**src/rtl/apb_arbiter_rr.sv**
```systemverilog
// rtl/apb_arbiter_rr.sv - round-robin arbiter sharing one downstream APB master port
// Requesters are served one at a time through a registered IDLE/SETUP/ACCESS/RESP sequence.
module apb_arbiter_rr #(
  parameter int BUS_WIDTH    = 16,
  parameter int DATA_WIDTH   = 16,
  parameter int MASTER_PORTS = 4,
  parameter int TIMEOUT      = 255
) (
  input  logic                                 clk,
  input  logic                                 reset,
  input  logic [MASTER_PORTS*BUS_WIDTH-1:0]    S_PADDR,
  input  logic [MASTER_PORTS-1:0]              S_PWRITE,
  input  logic [MASTER_PORTS-1:0]              S_PSELx,
  input  logic [MASTER_PORTS-1:0]              S_PENABLE,
  input  logic [MASTER_PORTS*DATA_WIDTH-1:0]   S_PWDATA,
  output logic [MASTER_PORTS*DATA_WIDTH-1:0]   S_PRDATA,
  output logic [MASTER_PORTS-1:0]              S_PREADY,
  output logic [MASTER_PORTS-1:0]              S_PSLVERR,
  output logic [BUS_WIDTH-1:0]                 M_PADDR,
  output logic                                 M_PWRITE,
  output logic                                 M_PSELx,
  output logic                                 M_PENABLE,
  output logic [DATA_WIDTH-1:0]                M_PWDATA,
  input  logic [DATA_WIDTH-1:0]                M_PRDATA,
  input  logic                                 M_PREADY,
  output logic [$clog2(MASTER_PORTS)-1:0]      grant,
  output logic                                 busy
);

  localparam int IDX_W = $clog2(MASTER_PORTS);
  localparam int CNT_W = (TIMEOUT < 2) ? 1 : $clog2(TIMEOUT + 1);
  localparam logic [CNT_W-1:0] CNT_LAST  = CNT_W'((TIMEOUT == 0) ? 0 : TIMEOUT - 1);
  localparam logic [CNT_W-1:0] CNT_MAX   = '1;
  localparam logic [IDX_W-1:0] LAST_INIT = IDX_W'(MASTER_PORTS - 1);

  localparam logic [1:0] IDLE   = 2'd0;
  localparam logic [1:0] SETUP  = 2'd1;
  localparam logic [1:0] ACCESS = 2'd2;
  localparam logic [1:0] RESP   = 2'd3;

  logic [1:0]              state;
  logic [IDX_W-1:0]        last;
  logic [CNT_W-1:0]        count;
  logic                    pick_valid;
  logic [IDX_W-1:0]        pick_idx;
  logic [IDX_W-1:0]        rr_idx;
  logic [MASTER_PORTS-1:0] grant_onehot;
  logic                    timed_out;

  // Sequencing is regenerated locally, so the requesters' enables carry no information.
  logic unused_penable;
  assign unused_penable = ^S_PENABLE;

  // Scan from farthest to nearest so the requester closest after last wins.
  always_comb begin
    pick_valid = 1'b0;
    pick_idx   = '0;
    rr_idx     = '0;
    for (int k = MASTER_PORTS; k >= 1; k--) begin
      rr_idx = IDX_W'((int'(last) + k) % MASTER_PORTS);
      if (S_PSELx[rr_idx]) begin
        pick_valid = 1'b1;
        pick_idx   = rr_idx;
      end
    end
  end

  always_comb begin
    grant_onehot        = '0;
    grant_onehot[grant] = 1'b1;
  end

  assign timed_out = (TIMEOUT != 0) && (count == CNT_LAST);

  always_ff @(posedge clk) begin
    if (reset) begin
      state     <= IDLE;
      last      <= LAST_INIT;
      count     <= '0;
      grant     <= '0;
      busy      <= 1'b0;
      M_PADDR   <= '0;
      M_PWRITE  <= 1'b0;
      M_PWDATA  <= '0;
      M_PSELx   <= 1'b0;
      M_PENABLE <= 1'b0;
      S_PRDATA  <= '0;
      S_PREADY  <= '0;
      S_PSLVERR <= '0;
    end else begin
      case (state)
        IDLE: begin
          if (pick_valid) begin
            grant     <= pick_idx;
            M_PADDR   <= S_PADDR[int'(pick_idx)*BUS_WIDTH +: BUS_WIDTH];
            M_PWRITE  <= S_PWRITE[pick_idx];
            M_PWDATA  <= S_PWDATA[int'(pick_idx)*DATA_WIDTH +: DATA_WIDTH];
            M_PSELx   <= 1'b1;
            M_PENABLE <= 1'b0;
            busy      <= 1'b1;
            state     <= SETUP;
          end
        end
        SETUP: begin
          M_PENABLE <= 1'b1;
          count     <= '0;
          state     <= ACCESS;
        end
        ACCESS: begin
          if (M_PREADY) begin
            M_PSELx   <= 1'b0;
            M_PENABLE <= 1'b0;
            S_PRDATA  <= '0;
            S_PRDATA[int'(grant)*DATA_WIDTH +: DATA_WIDTH] <= M_PRDATA;
            S_PSLVERR <= '0;
            S_PREADY  <= grant_onehot;
            state     <= RESP;
          end else if (timed_out) begin
            // Abandon the slave: return zero data with an error flag.
            M_PSELx   <= 1'b0;
            M_PENABLE <= 1'b0;
            S_PRDATA  <= '0;
            S_PSLVERR <= grant_onehot;
            S_PREADY  <= grant_onehot;
            state     <= RESP;
          end else if (count != CNT_MAX) begin
            count <= count + 1'b1;
          end
        end
        RESP: begin
          S_PREADY  <= '0;
          S_PSLVERR <= '0;
          last      <= grant;
          busy      <= 1'b0;
          state     <= IDLE;
        end
        default: state <= IDLE;
      endcase
    end
  end

endmodule

```
**config.mk**
```make
export PLATFORM = sky130hd
export DESIGN_NAME = apb_arbiter_rr
export DESIGN_NICKNAME = d
export VERILOG_FILES = /design/src/rtl/apb_arbiter_rr.sv
export SDC_FILE = /design/constraint.sdc
export NUM_CORES = 1
export LEC_CHECK = 0
export CAP_MARGIN = 10
export CORE_MARGIN = 1
export CORE_UTILIZATION = 37
export DETAILED_ROUTE_END_ITERATION = 12
export PLACE_DENSITY = 0.73
export RECOVER_POWER = 100
export SLEW_MARGIN = 20
export SYNTH_ARGS = -nofsm -noshare
export SYNTH_HDL_FRONTEND = slang
export SYNTH_SLANG_ARGS = --single-unit
export TNS_END_PERCENT = 100
```
**constraint.sdc**
```tcl
create_clock -name clk -period 1.85 [get_ports clk]
set_input_delay 0.2775 -clock clk [delete_from_list [all_inputs] [get_ports clk]]
set_output_delay 0.2775 -clock clk [all_outputs]
set_load 0.02 [all_outputs]
```
Yosys cells after proc, flatten, opt, wreduce, memory -nomap -nowiden
Cells that the tools add are included.
W data, S select, Z words.

word-level totals
  word-level logic and storage cells = 99
  output and inout port bits = 110
  register bits after elaboration = 122

operators by class
  reduce and logical (&&, ||, !) cells = 16
  shift operators = 4
  add/subtract/negate cells = 6
  bitwise operators = 1
  $lt $le $gt $ge = 7
  eq/ne operators = 10
  muxes and demuxes = 42

operators with widths
  operator                    count
  $mux W64                    2
  $shiftx A64 B7 Y16          2
  $and A64 B64 Y64            1
  $shift A16 B33 Y64 const A  1
  $shiftx A16 B33 Y64         1
  $neg A6 Y33                 1
  $mux W8                     3
  $lt A2 B3 Y1 const B        6
  $pmux W4 S2                 2
  $pmux W8 S2                 1
  $mux W1                     14
  $mux W2                     7
  $mux W4                     3
  $bmux W1 S2                 5
  $reduce_and A2 Y1           5
  $reduce_bool A2 Y1          5
  $add A8 B1 Y8 const B       1
  $eq A8 B8 Y1 const B        1
  $ne A2 B2 Y1 const B        4
  $ne A8 B8 Y1 const B        1
  $pmux W2 S4                 1
  $reduce_and A3 Y1           2
  $add A2 B1 Y2 const B       2
  $add A2 B2 Y2 const B       2
  11 further kinds            13

Longest topological paths before layout
  depth after elaboration = 9
  mapped depth = 9

Worst setup path after synthesis
Ideal clock, no wire load.

  path kind = register -> register
  start point = register grant[0]
  end point = register S_PRDATA[10]
  data arrival time = 2,057 ps
  required time = 1,780 ps
  slack = -278 ps
  setup time = 70 ps
  stages on the path, launching flop included = 7
  cells stage by stage = dfxtp_1 > inv_1 > ha_1 > nor4b_2 > clkbuf_1 > nand3_1 > a21oi_1

between the ends
  longest elaborated chain between the ends = 4

RTL lines
  what                                                              RTL line  source
  start: declaration                                                26        output logic [$clog2(MASTER_PORTS)-1:0] grant,
  start signal: assignment                                          94        grant <= pick_idx;
  $neg A6 Y33 (*)                                                   114       S_PRDATA[int'(grant)*DATA_WIDTH +: DATA_WIDTH] <= M_PRDATA;
  $shiftx A16 B33 Y64 / $shift A16 B33 Y64 (equally long branches)  114
  $and A64 B64 Y64 (no line) (*)                                    -
  $mux W64 (*)                                                      110       if (M_PREADY) begin
  end signal: assignment                                            113       S_PRDATA <= '0;
  end signal: indexed assignment                                    114
  end signal: assignment                                            122       S_PRDATA <= '0;
  end: declaration                                                  16        output logic [MASTER_PORTS*DATA_WIDTH-1:0] S_PRDATA,

Mark *: on every way between the ends. The rest lies on a longest branch, timed or not.
A chain may end at the register's enable or synchronous reset.

Worst setup path in the final report
  start point = input port S_PSELx[1]
  end point = register M_PWDATA[9]

between the ends
  longest elaborated chain between the ends = 7

RTL lines
  what                                                            RTL line  source
  start: declaration                                              13        input logic [MASTER_PORTS-1:0] S_PSELx,
  $bmux W1 S2                                                     61        if (S_PSELx[rr_idx]) begin
  $mux W1 (implied by the code)                                   61
  $mux W2 / $mux W1 (equally long branches) (4 in series)         61
  $shiftx A64 B7 Y16 / $reduce_and A2 Y1 (equally long branches)  -
  end signal: assignment                                          97        M_PWDATA <= S_PWDATA[int'(pick_idx)*DATA_WIDTH +: DATA_WIDTH];
  end: declaration                                                23        output logic [DATA_WIDTH-1:0] M_PWDATA,

Several ways; a longest one is shown, not always the timed one. The select of a mux whose other input is x is not followed.

==> out/metrics.yaml <==
ios: 269
path_cells: "clkdlybuf4s50_1 > nor2_2 > o22a_4 > nand3_4 > buf_12 > mux2_2 > a221o_1"
die_x_um: 129.6
rsz0062_at_grt: "true"
drive_gt1_share_pct: 15.08
ys_ff_latch: 122
hold_class: "primary input to flip-flop"
ys_async_sr_fraction_pct: 0
die-area_um2: 16790
fin_util_pct: 62.57
p_leak_nw: 4.097
viasPerCell: 5.241
period_minus_slack_ps: 1783
grt-ovfl-total: 0
worst_slew_pin_slew_ps: 575.6
initial_utilization_pct: 37.91
cp.arrival_ps: 2090
end_kind: "flip-flop"
drcViolationCount: 0
setup_viol: 0
synth.distinct_cells: 51
core_um2: 15890
regToRegSetupSlack_ps: 70
endpoint: "M_PWDATA[9]"
crit_slowest_cell: "clkdlybuf4s50_1"
cts_inserted_buffers: 17
preCtsSetupSlack_ps: -466.6
fillers: 1385
hold_viol_final: 0
fin_skew_ps: 7.142
max_freq_ghz: 0.5607
stdcell_area_um2: 9940
netlist_area_um2: 6022
crit_type: "primary input to flip-flop"
dr.pass1.iters: 5
peakVddDrop_uv: 746.3
yosys.area.top_type: "dfxtp_1"
required_ps: 2160
synth_top_area_share_pct: 40.56
min_period_over_period_pct: 96.40
p_per_area_nw_per_um2: 1075
wire_per_inst_um: 16.97
grt_pass1_wl_um: 31770
hold_slack_ps: 416.1
hold_buffers: 0
grt_pass1_vias: 6115
portBuffers: 264
cp_max_fo: 8
reg2reg_from: "last[1]"
antenna_left: 0
wirelength_um: 20670
p_total_mw: 10.69
setup_slack_ps: 66.55
cts.path.max_buffers: 2
synth_nets: 869
syn2layout_area_growth_pct: 65.05
antenna_found_initial: 1
seq_area_frac_synth_pct: 40.56
clk_latency_ps: 420
h-tree-depth: 4
cts-root-buf: "clkbuf_16"
slowest_delay_ps: 500
place_area_um2: 9219
status: "completed"
yosysWarnings: 0
track_usage_pct: 24.27
synth_top_cells_by_count: "122 x dfxtp_1, 75 x nand2_1, 69 x a21oi_1"
yosysMostFrequentCell: "dfxtp_1"
r2r_end: "M_PWDATA[9]"
slew_headroom_pct: 61.63
synth.top_cells.by_area: "dfxtp_1 41%, a211oi_1 8.1%, a21oi_1 5.7%, nand3_1 5.7%, nand2_1 4.7%"
crit_start: "S_PSELx[1]"
worst-r2r-cell-count: 6
routabilityCongestion: 0.8047
synth_edf_count: 0
vias: 6384
die_h_um: 129.6
cts.sinks: 122
max-cap-violations: 0
drtIter0Drc: 397
slew_violations: 0
finalNetCount: 1158
grt_max_degree: 82
cts.clk_slew.worst_paths_ps: 60
syn_area_per_cell_um2: 8.615
dp_hpwl_um: 14420
cts_tree: "done"
crit_path_start_kind: "primary input"
fp-row-count: 46
synthCells: 699
ys.flop_type: "dfxtp_1"
[report_power, final]
group          switching, mW  internal, mW
clock network           1.37          1.91
logic                   2.15          1.98
registers              0.233          3.04
total                   3.75          6.94
[routing by layer]
layer  track usage, %  vias up  share of wire [%]
li1                 -     3120                  -
met1            28.60     2979                 41
met4            6.908        0                1.5
met2            41.52      258                 49
met3            8.464       27                8.5
met5                0        -                  0
[cell type report]
type	count	area (um2)	area share, %
inverters	44	165.2	1.662
repair buffers	328	3292	33.12
clock buffers	18	439.2	4.418
diodes	1	2.502	0.02518
clock inverters	14	135.1	1.360
flip-flops and latches	122	2454	24.69
well taps	216	270.3	2.719
multi-input cells	475	3182	32.01
[state kept, by name (all words and copies together) (netlist names)]
register	cells
M_PADDR	16
M_PENABLE	1
M_PSELx	1
M_PWDATA	16
M_PWRITE	1
S_PRDATA	64
S_PREADY	4
S_PSLVERR	4
busy	1
count	8
grant	2
last	2
state	2
[metrics by stage]
stage          instances  TNS (ps)
2_1_floorplan        699         0
3_3_place_gp        1178    -13810
3_5_place_dp        1178    -15970
4_1_cts             1212         0
5_1_grt             1218    -145.6
6_report            1218         0
[worst max-delay path, delay by kind of cell]
| family | cells | cell delay, ps |
|---|---|---|
| buf+inv | 2 | 660 |
| simple gates | 2 | 210 |
| mux | 1 | 330 |
| compound gates | 2 | 610 |
[how the worst min path moves through the flow]
| stage | from | endpoint | slack, ps | cells after the start |
|---|---|---|---|---|
| after floorplan | M_PRDATA[0] | S_PRDATA[0] | 430 | 2 |
| after detailed placement | S_PRDATA[38] | S_PRDATA[38] | 440 | 2 |
| after global routing | reset | S_PRDATA[2] | 440 | 3 |
| final | reset | grant[1] | 420 | 3 |
| after global placement | S_PRDATA[31] | S_PRDATA[31] | 440 | 2 |
| after CTS | reset | last[1] | 400 | 4 |
[cells in the final DEF (no fill, tap or decap), drive strengths merged, types with 20 or more instances in the layout]
cell type      count
buf               60
nand2             75
clkdlybuf4s50    164
nand3             69
nor2              21
dlygate4sd3       96
inv               51
a21oi             69
and3              20
a211oi            65
mux2              36
clkbuf            23
dfxtp            122
[timing repair]
action / in CTS / in global routing
pin swaps: 2 / 9
gates resized for setup: 4 / 12
buffers inserted: 2 / 3
cloned: 0 / 2
setup endpoints to repair: 29 / 84
[cell families after synthesis]
family                   after synthesis  synth area share (%)
flip-flops                           122                 40.56
multiplexers                          40                 8.082
buffers and inverters                102                 7.355
adder cells (fa/ha/maj)               11                 2.285
AO/OA/AOI/OAI                        192                 21.90
XOR/XNOR                               6                0.8726
AND/OR/NAND/NOR                      226                 18.95
(Power assumes the default switching activity.)
